[config.mk]
export PLATFORM = sky130hd
export DESIGN_NAME = img_win_ctl
export DESIGN_NICKNAME = d
export VERILOG_FILES = /design/src/rtl/img_pkg.sv /design/src/rtl/img_win_ctl_scan_cnt.sv /design/src/rtl/img_win_ctl.sv
export SDC_FILE = /design/constraint.sdc
export NUM_CORES = 1
export LEC_CHECK = 0
export CAP_MARGIN = 20
export CORE_AREA = 5 5 79 81
export CTS_BUF_LIST = sky130_fd_sc_hd__clkbuf_4 sky130_fd_sc_hd__clkbuf_8 sky130_fd_sc_hd__clkbuf_16
export DETAILED_ROUTE_END_ITERATION = 10
export DIE_AREA = 0 0 84 86
export PLACE_DENSITY = 0.79
export SLEW_MARGIN = 20
export SYNTH_ARGS = -nofsm -noshare
export SYNTH_HDL_FRONTEND = slang
export SYNTH_SLANG_ARGS = --single-unit
[constraint.sdc]
create_clock -name clk -period 3.15 [get_ports clk]
set_clock_uncertainty 0.2 [all_clocks]
set_input_delay 0.63 -clock clk [delete_from_list [all_inputs] [get_ports clk]]
set_output_delay 0.63 -clock clk [all_outputs]
set_load 0.02 [all_outputs]
[src/rtl/img_pkg.sv]
// Shared types and elaboration helpers for the windowed image
// sequencer: state encoding, derived widths, parameter legality.
package img_pkg;

  typedef enum logic [1:0] {
    IDLE = 2'd0,
    RD   = 2'd1,
    RUN  = 2'd2,
    WR   = 2'd3
  } state_t;

  function automatic int unsigned wid(input int unsigned n);
    return (n <= 1) ? 1 : $clog2(n);
  endfunction

  function automatic int unsigned ncol_of(
    input int unsigned col_max,
    input int unsigned ppw
  );
    return (ppw == 0) ? 0 : col_max / ppw;
  endfunction

  function automatic int unsigned cw_of(
    input int unsigned col_max,
    input int unsigned ppw,
    input int unsigned lat
  );
    return wid(ncol_of(col_max, ppw) + lat);
  endfunction

  function automatic int unsigned rw_of(input int unsigned row_max);
    return wid(row_max);
  endfunction

  function automatic bit params_ok(
    input int unsigned col_max,
    input int unsigned row_max,
    input int unsigned ppw,
    input int unsigned win,
    input int unsigned lat
  );
    if (ppw == 0) return 1'b0;
    if ((col_max % ppw) != 0) return 1'b0;
    if (ncol_of(col_max, ppw) == 0) return 1'b0;
    if (win < 1 || win > 8) return 1'b0;
    if (row_max < win) return 1'b0;
    if (lat >= ncol_of(col_max, ppw)) return 1'b0;
    return 1'b1;
  endfunction

endpackage

[src/rtl/img_win_ctl_scan_cnt.sv]
// Nested row / column-group / read-index / pixel-phase counters,
// stepped by advance strobes with wrap flags back to the FSM.
module img_scan_cnt
  import img_pkg::*;
#(
  parameter int unsigned NROW = 2,
  parameter int unsigned NCT  = 3,
  parameter int unsigned WIN  = 3,
  parameter int unsigned PPW  = 4,
  parameter int unsigned RW   = 2,
  parameter int unsigned CW   = 2,
  parameter int unsigned KW   = 2
) (
  input  logic          clk,
  input  logic          rst,
  input  logic          clr,
  input  logic          k_adv,
  input  logic          p_adv,
  input  logic          c_adv,
  input  logic          r_adv,
  output logic [RW-1:0] r,
  output logic [CW-1:0] c,
  output logic [KW-1:0] k,
  output logic          k_last,
  output logic          p_last,
  output logic          c_last,
  output logic          r_last
);

  localparam int unsigned PW = wid(PPW);

  logic [RW-1:0] r_q, r_d;
  logic [CW-1:0] c_q, c_d;
  logic [KW-1:0] k_q, k_d;
  logic [PW-1:0] p_q, p_d;

  assign k_last = (k_q == KW'(WIN - 1));
  assign p_last = (p_q == PW'(PPW - 1));
  assign c_last = (c_q == CW'(NCT - 1));
  assign r_last = (r_q == RW'(NROW - 1));

  assign r = r_q;
  assign c = c_q;
  assign k = k_q;

  always_comb begin
    r_d = r_q;
    c_d = c_q;
    k_d = k_q;
    p_d = p_q;
    if (clr) begin
      r_d = '0;
      c_d = '0;
      k_d = '0;
      p_d = '0;
    end else begin
      if (k_adv) k_d = k_last ? '0 : k_q + KW'(1);
      if (p_adv) p_d = p_last ? '0 : p_q + PW'(1);
      if (c_adv) c_d = c_last ? '0 : c_q + CW'(1);
      if (r_adv) r_d = r_last ? '0 : r_q + RW'(1);
    end
  end

  always_ff @(posedge clk or posedge rst) begin
    if (rst) begin
      r_q <= '0;
      c_q <= '0;
      k_q <= '0;
      p_q <= '0;
    end else begin
      r_q <= r_d;
      c_q <= c_d;
      k_q <= k_d;
      p_q <= p_d;
    end
  end

endmodule

[src/rtl/img_win_ctl.sv]
// Column-group frame sequencer: window reads, pipeline run,
// result write, end-of-row drain, abort and bus timeout.
module img_win_ctl
  import img_pkg::*;
#(
  parameter  int unsigned COL_MAX      = 600,
  parameter  int unsigned ROW_MAX      = 400,
  parameter  int unsigned PIX_PER_WORD = 4,
  parameter  int unsigned WIN_ROWS     = 3,
  parameter  int unsigned PIPE_LAT     = 1,
  parameter  int unsigned TO_CYC       = 255,
  localparam int unsigned CW = cw_of(COL_MAX, PIX_PER_WORD, PIPE_LAT),
  localparam int unsigned RW = rw_of(ROW_MAX)
) (
  input  logic                clk,
  input  logic                rst,
  input  logic                start,
  input  logic                abort,
  output logic                bus_cs_n,
  output logic                bus_we_o,
  input  logic                bus_ack_i,
  output logic [RW-1:0]       src_row,
  output logic [CW-1:0]       src_col,
  output logic [RW-1:0]       dst_row,
  output logic [CW-1:0]       dst_col,
  output logic [WIN_ROWS-1:0] load,
  output logic                en_pipe,
  output logic                flush,
  output logic                busy,
  output logic                done,
  output logic                err
);

  localparam int unsigned NCOL = ncol_of(COL_MAX, PIX_PER_WORD);
  localparam int unsigned NROW = ROW_MAX - WIN_ROWS + 1;
  localparam int unsigned KW   = wid(WIN_ROWS);
  localparam int unsigned TW   = wid(TO_CYC + 1);

  localparam logic [CW:0]   NCOL_X  = (CW+1)'(NCOL);
  localparam logic [CW:0]   NCOL_M1 = (CW+1)'(NCOL - 1);
  localparam logic [CW:0]   LAT_X   = (CW+1)'(PIPE_LAT);
  localparam logic [TW-1:0] T_END   = TW'(TO_CYC - 1);
  localparam bit            TO_EN   = (TO_CYC != 0);

  if (!params_ok(COL_MAX, ROW_MAX, PIX_PER_WORD, WIN_ROWS, PIPE_LAT))
  begin : g_bad_cfg
    $error("img_win_ctl: illegal parameter set");
  end

  state_t        state_q, state_d;
  logic [TW-1:0] t_q, t_d;
  logic          done_q, done_d;
  logic          err_q, err_d;

  logic          clr, k_adv, p_adv, c_adv, r_adv;
  logic          k_last, p_last, c_last, r_last;
  logic [RW-1:0] r;
  logic [CW-1:0] c;
  logic [KW-1:0] k;
  logic [CW:0]   c_x;
  logic          in_rd, in_wr, to_hit;

  img_scan_cnt #(
    .NROW (NROW),
    .NCT  (NCOL + PIPE_LAT),
    .WIN  (WIN_ROWS),
    .PPW  (PIX_PER_WORD),
    .RW   (RW),
    .CW   (CW),
    .KW   (KW)
  ) u_cnt (
    .clk    (clk),
    .rst    (rst),
    .clr    (clr),
    .k_adv  (k_adv),
    .p_adv  (p_adv),
    .c_adv  (c_adv),
    .r_adv  (r_adv),
    .r      (r),
    .c      (c),
    .k      (k),
    .k_last (k_last),
    .p_last (p_last),
    .c_last (c_last),
    .r_last (r_last)
  );

  assign in_rd  = (state_q == RD);
  assign in_wr  = (state_q == WR);
  assign c_x    = {1'b0, c};
  assign to_hit = TO_EN && (t_q == T_END);

  always_comb begin
    state_d = state_q;
    t_d     = '0;
    done_d  = 1'b0;
    err_d   = 1'b0;
    clr     = 1'b0;
    k_adv   = 1'b0;
    p_adv   = 1'b0;
    c_adv   = 1'b0;
    r_adv   = 1'b0;
    unique case (state_q)
      IDLE: if (start) state_d = RD;
      RD: if (bus_ack_i) begin
        k_adv = 1'b1;
        if (k_last) state_d = RUN;
      end
      RUN: begin
        p_adv = 1'b1;
        if (p_last) begin
          if (c_x >= LAT_X) begin
            state_d = WR;
          end else begin
            c_adv   = 1'b1;
            state_d = RD;
          end
        end
      end
      WR: if (bus_ack_i) begin
        c_adv = 1'b1;
        if (!c_last) begin
          // groups past the last source column only drain the pipe
          state_d = (c_x < NCOL_M1) ? RD : RUN;
        end else if (r_last) begin
          state_d = IDLE;
          done_d  = 1'b1;
          clr     = 1'b1;
        end else begin
          r_adv   = 1'b1;
          state_d = RD;
        end
      end
      default: ;
    endcase
    if ((in_rd || in_wr) && !bus_ack_i) begin
      if (to_hit) begin
        state_d = IDLE;
        err_d   = 1'b1;
        clr     = 1'b1;
      end else begin
        t_d = t_q + TW'(1);
      end
    end
    if (abort) begin
      state_d = IDLE;
      clr     = 1'b1;
      done_d  = 1'b0;
      err_d   = 1'b0;
      t_d     = '0;
    end
  end

  always_ff @(posedge clk or posedge rst) begin
    if (rst) begin
      state_q <= IDLE;
      t_q     <= '0;
      done_q  <= 1'b0;
      err_q   <= 1'b0;
    end else begin
      state_q <= state_d;
      t_q     <= t_d;
      done_q  <= done_d;
      err_q   <= err_d;
    end
  end

  assign bus_cs_n = !(in_rd || in_wr);
  assign bus_we_o = in_wr;
  assign busy     = (state_q != IDLE);
  assign en_pipe  = (state_q == RUN);
  assign flush    = en_pipe && (c_x >= NCOL_X);
  assign done     = done_q;
  assign err      = err_q;

  assign src_row = in_rd ? r + RW'(k) : '0;
  assign src_col = in_rd ? c : '0;
  assign dst_row = in_wr ? r : '0;
  assign dst_col = in_wr ? c - CW'(PIPE_LAT) : '0;
  assign load    = (in_rd && bus_ack_i) ? (WIN_ROWS'(1) << k) : '0;

endmodule

==> results_dict.tcl <==
set metrics [dict create \
    status "completed" \
    p_sw_share_pct 26.4 \
    cts_hold_buffers 0 \
    detailed_place_hpwl_microns 4940 \
    totalNegativeSetupSlack_ns 0 \
    path_cells "clkdlybuf4s50_1 > nand3b_1 > nor3_1 > clkdlybuf4s50_1" \
    routed_wire_length_per_instance_microns 15.8 \
    initial_utilization_pct 45.9 \
    ys_async_sr_fraction_pct 100 \
    final_area_sq_um 3190 \
    synth.yosys.seq_area_share_pct 33.3 \
    layout_setup_ws_ns 0.0869 \
    power_per_cell_area_nw_per_um2 256 \
    cts_sinks 33 \
    dpl.cell_count 417 \
    core.rowCount 27 \
    htree_levels 2 \
    synth_cell_area_sq_um 2480 \
    grt_start_max_net_pins 34 \
    pwr-share-seq_pct 52.8 \
    flow.area_growth_from_synthesis_pct 28.8 \
    synth_enable_flop_cells 0 \
    port_buffers 48 \
    path_max_fanout 5 \
    critPathMostFrequentCell "sky130_fd_sc_hd__clkdlybuf4s50_1" \
    p_clk_share_pct 39.0 \
    share_comb_of_total_power_pct 8.2 \
    final-max-slew-violation-count 0 \
    rsz_0062_raised_after_global_routing "no" \
    max_slew_headroom_pct 58.6 \
    critPathLaunchType "primary input" \
    final_cells 425 \
    global_route.usage.total_pct 18.6 \
    design.portCount 49 \
    p_sw_mw 0.216 \
    clk_latency_ns 0.29 \
    cell_variety_after_synth 50 \
    vias_per_cell 5.75 \
    max_freq_mhz 326 \
    cp.buffers_inverters 2 \
    grt_pass1_wl_microns 11000 \
    yosys_warn_count 0 \
    placement.setup.worst_slack_ns 0.138 \
    cts-root-buf "sky130_fd_sc_hd__clkbuf_8" \
    report.final.hold_viol_count 0 \
    timing.critical_path.depth 4 \
    drtIter0Drc 126 \
    grt_remaining_overflow 0 \
    drv_cap 0 \
    min_path_cells 2 \
    cp_top_family "buffers and inverters" \
    p_int_mw 0.602 \
    n_antenna_cell 0 \
    antenna_violations_before_repair 0 \
    die_outline_area_sq_um 7220 \
    fraction_of_layout_cells_with_a_size_suffix_above_1_pct 9.35 \
    drt_wl_total_microns 6730 \
    grt_pass1_vias 2287 \
    critPathKind "in2out" \
    area_of_the_core_region_sq_um 5410 \
    post_synthesis_mean_instance_area_sq_um 8.32 \
    clkSlewWorstSetupHoldPaths_ns 0.07 \
    synthesis.nets 316 \
    r2r.worst_path.cells 6 \
    final.min_clock_period_ns 3.06 \
    setup.worst_path.end_class "output port" \
    critPathRequiredTime_ns 2.32 \
    ir_drop_uv 273 \
    dieHeight_microns 86 \
    setup_violations 0 \
    layout.nets 370 \
    yosys_register_bits 33 \
    cts_tree "built" \
    crit_arrival_ns 2.23 \
    leakage_nw 1.49 \
    synthFlopType "sky130_fd_sc_hd__dfrtp_1" \
    slowest_delay_ns 0.67 \
    drt_first_pass_iters 4 \
    detail-route-antenna-nets 0 \
    final.period_utilization_pct 97.2 \
    remaining_drc_errors 0 \
    min-delay-path-class "reg2reg" \
    gpl.final_weighted_congestion 0.915 \
    clockBufferDepth 2 \
    synthCells 298 \
    timing_worst_slew_pin_value_ns 0.620 \
    placed_cell_area_sq_um 3100 \
    die_width_microns 84 \
    worst_path_cell_with_the_longest_stage_delay "sky130_fd_sc_hd__clkdlybuf4s50_1" \
    total_clock_buffers_created_by_cts 5 \
    totalPowerFinal_mw 0.819 \
    vias 2444 \
]
-- placed cells by master (no fill, tap or decap), drive strengths merged, types with 5 or more instances in the layout --
| cell type | instances |
|---|---|
| a21oi | 19 |
| and3 | 21 |
| buf | 18 |
| clkbuf | 5 |
| clkdlybuf4s50 | 40 |
| dfrtp | 33 |
| ha | 12 |
| inv | 12 |
| nand2 | 25 |
| nand3 | 10 |
| nand4 | 7 |
| nor2 | 38 |
| nor3 | 7 |
| o21ai | 15 |
| or3 | 7 |
| xnor2 | 6 |
| xor2 | 11 |
-- worst min-delay path, delay by kind of cell (launching register included) --
kind	cells	cell delay, ns
muxes	1	0.07
and+or+nand+nor	1	0.08
DFF	1	0.35
-- flip-flops by register name, summed over array words and instances, names as in the netlist --
register / count
u_cnt.p_q: 2
state_q: 2
u_cnt.r: 9
done: 1
err: 1
u_cnt.c: 8
t_q: 8
u_cnt.k: 2
-- layer usage --
metal | wire length [microns] | track usage (%) | up-vias
li1 | - | - | 1169
met1 | 2950 | 23.3 | 1195
met2 | 3330 | 31.7 | 64
met3 | 293 | 3.94 | 16
met4 | 153 | 6.87 | 0
met5 | 0 | 0 | -
-- cell families after synthesis --
| family | Yosys count | share of synthesized area, % |
|---|---|---|
| XOR/XNOR | 17 | 6.00 |
| flip-flops | 33 | 33.3 |
| AO/OA/AOI/OAI | 60 | 15.7 |
| AND/OR/NAND/NOR | 141 | 31.7 |
| buffers and inverters | 31 | 5.20 |
| adder cells (fa/ha/maj) | 13 | 6.86 |
| multiplexers | 3 | 1.21 |
-- power groups by stage --
stage | Combinational, mW | Clock (mW) | Sequential [mW]
after floorplan | 0.0367 | 0 | 0.437
after global placement | 0.0648 | 0 | 0.440
after detailed placement | 0.0663 | 0 | 0.440
after CTS | 0.0670 | 0.324 | 0.432
after global routing | 0.0727 | 0.350 | 0.433
final | 0.0667 | 0.319 | 0.433
-- synthesized netlist by cell type, drive strengths merged, types with 2 or more instances --
| library cell | instances | area (sq um) |
|---|---|---|
| mux2i | 3 | 30.0 |
| a22oi | 4 | 30.0 |
| inv | 12 | 45.0 |
| nor4b | 2 | 47.6 |
| a31oi | 3 | 18.8 |
| ha | 12 | 150 |
| o21ai | 15 | 75.1 |
| and4 | 4 | 35.0 |
| and3 | 21 | 131 |
| a311oi | 4 | 35.0 |
| nand3b | 2 | 15.0 |
| or3 | 7 | 43.8 |
| nand2 | 25 | 93.8 |
| nand4b | 2 | 17.5 |
| nand4 | 7 | 50.1 |
| xor2 | 11 | 96.3 |
| a41oi | 2 | 25.0 |
| buf | 5 | 31.3 |
| nor4bb | 2 | 20.0 |
| and2 | 3 | 18.8 |
| nor2 | 38 | 143 |
| nand3 | 10 | 50.1 |
| xnor2 | 6 | 52.6 |
| nand2b | 4 | 25.0 |
| dfrtp | 33 | 826 |
| nor2b | 4 | 25.0 |
| a21o | 2 | 15.0 |
| a21oi | 19 | 95.1 |
| clkbuf | 14 | 52.6 |
| o31ai | 2 | 15.0 |
| nor3 | 7 | 46.3 |
-- area by class of cell --
| type | count | area [sq um] |
|---|---|---|
| clock buffer | 5 | 68.8 |
| multi-input combinational | 234 | 1530 |
| timing repair buffer | 66 | 621 |
| clock inverter | 3 | 17.5 |
| fill | 512 | 2210 |
| sequential | 33 | 826 |
| inverter | 12 | 45.0 |
| tap | 72 | 90.1 |
-- timing repair --
| action | in CTS | in global routing |
|---|---|---|
| setup endpoints to repair | 4 | 5 |
| buffers inserted | 0 | 0 |
| resized for setup | 4 | 5 |
| pin swaps | 0 | 0 |
-- final timing paths --
check	startpoint	end	slack (ns)
setup / recovery	bus_ack_i	load[0]	0.09
hold reg to reg	u_cnt.p_q[1]	u_cnt.p_q[1]	0.34
min in group asynchronous	rst	t_q[0]	0.53
hold / removal	u_cnt.p_q[1]	u_cnt.p_q[1]	0.34
max in group asynchronous	rst	u_cnt.r[0]	1.92
setup reg to reg	u_cnt.c[1]	u_cnt.c[7]	0.65
-- stage by stage --
stage | hold slack (ns) | util (%)
6_report | 0.336 | 59.1
5_1_grt | 0.373 | 59.1
4_1_cts | 0.345 | 58.9
3_5_place_dp | 0.328 | 57.4
3_3_place_gp | 0.306 | 57.4
2_1_floorplan | 0.291 | -
Power figures use the tool's default switching activity.
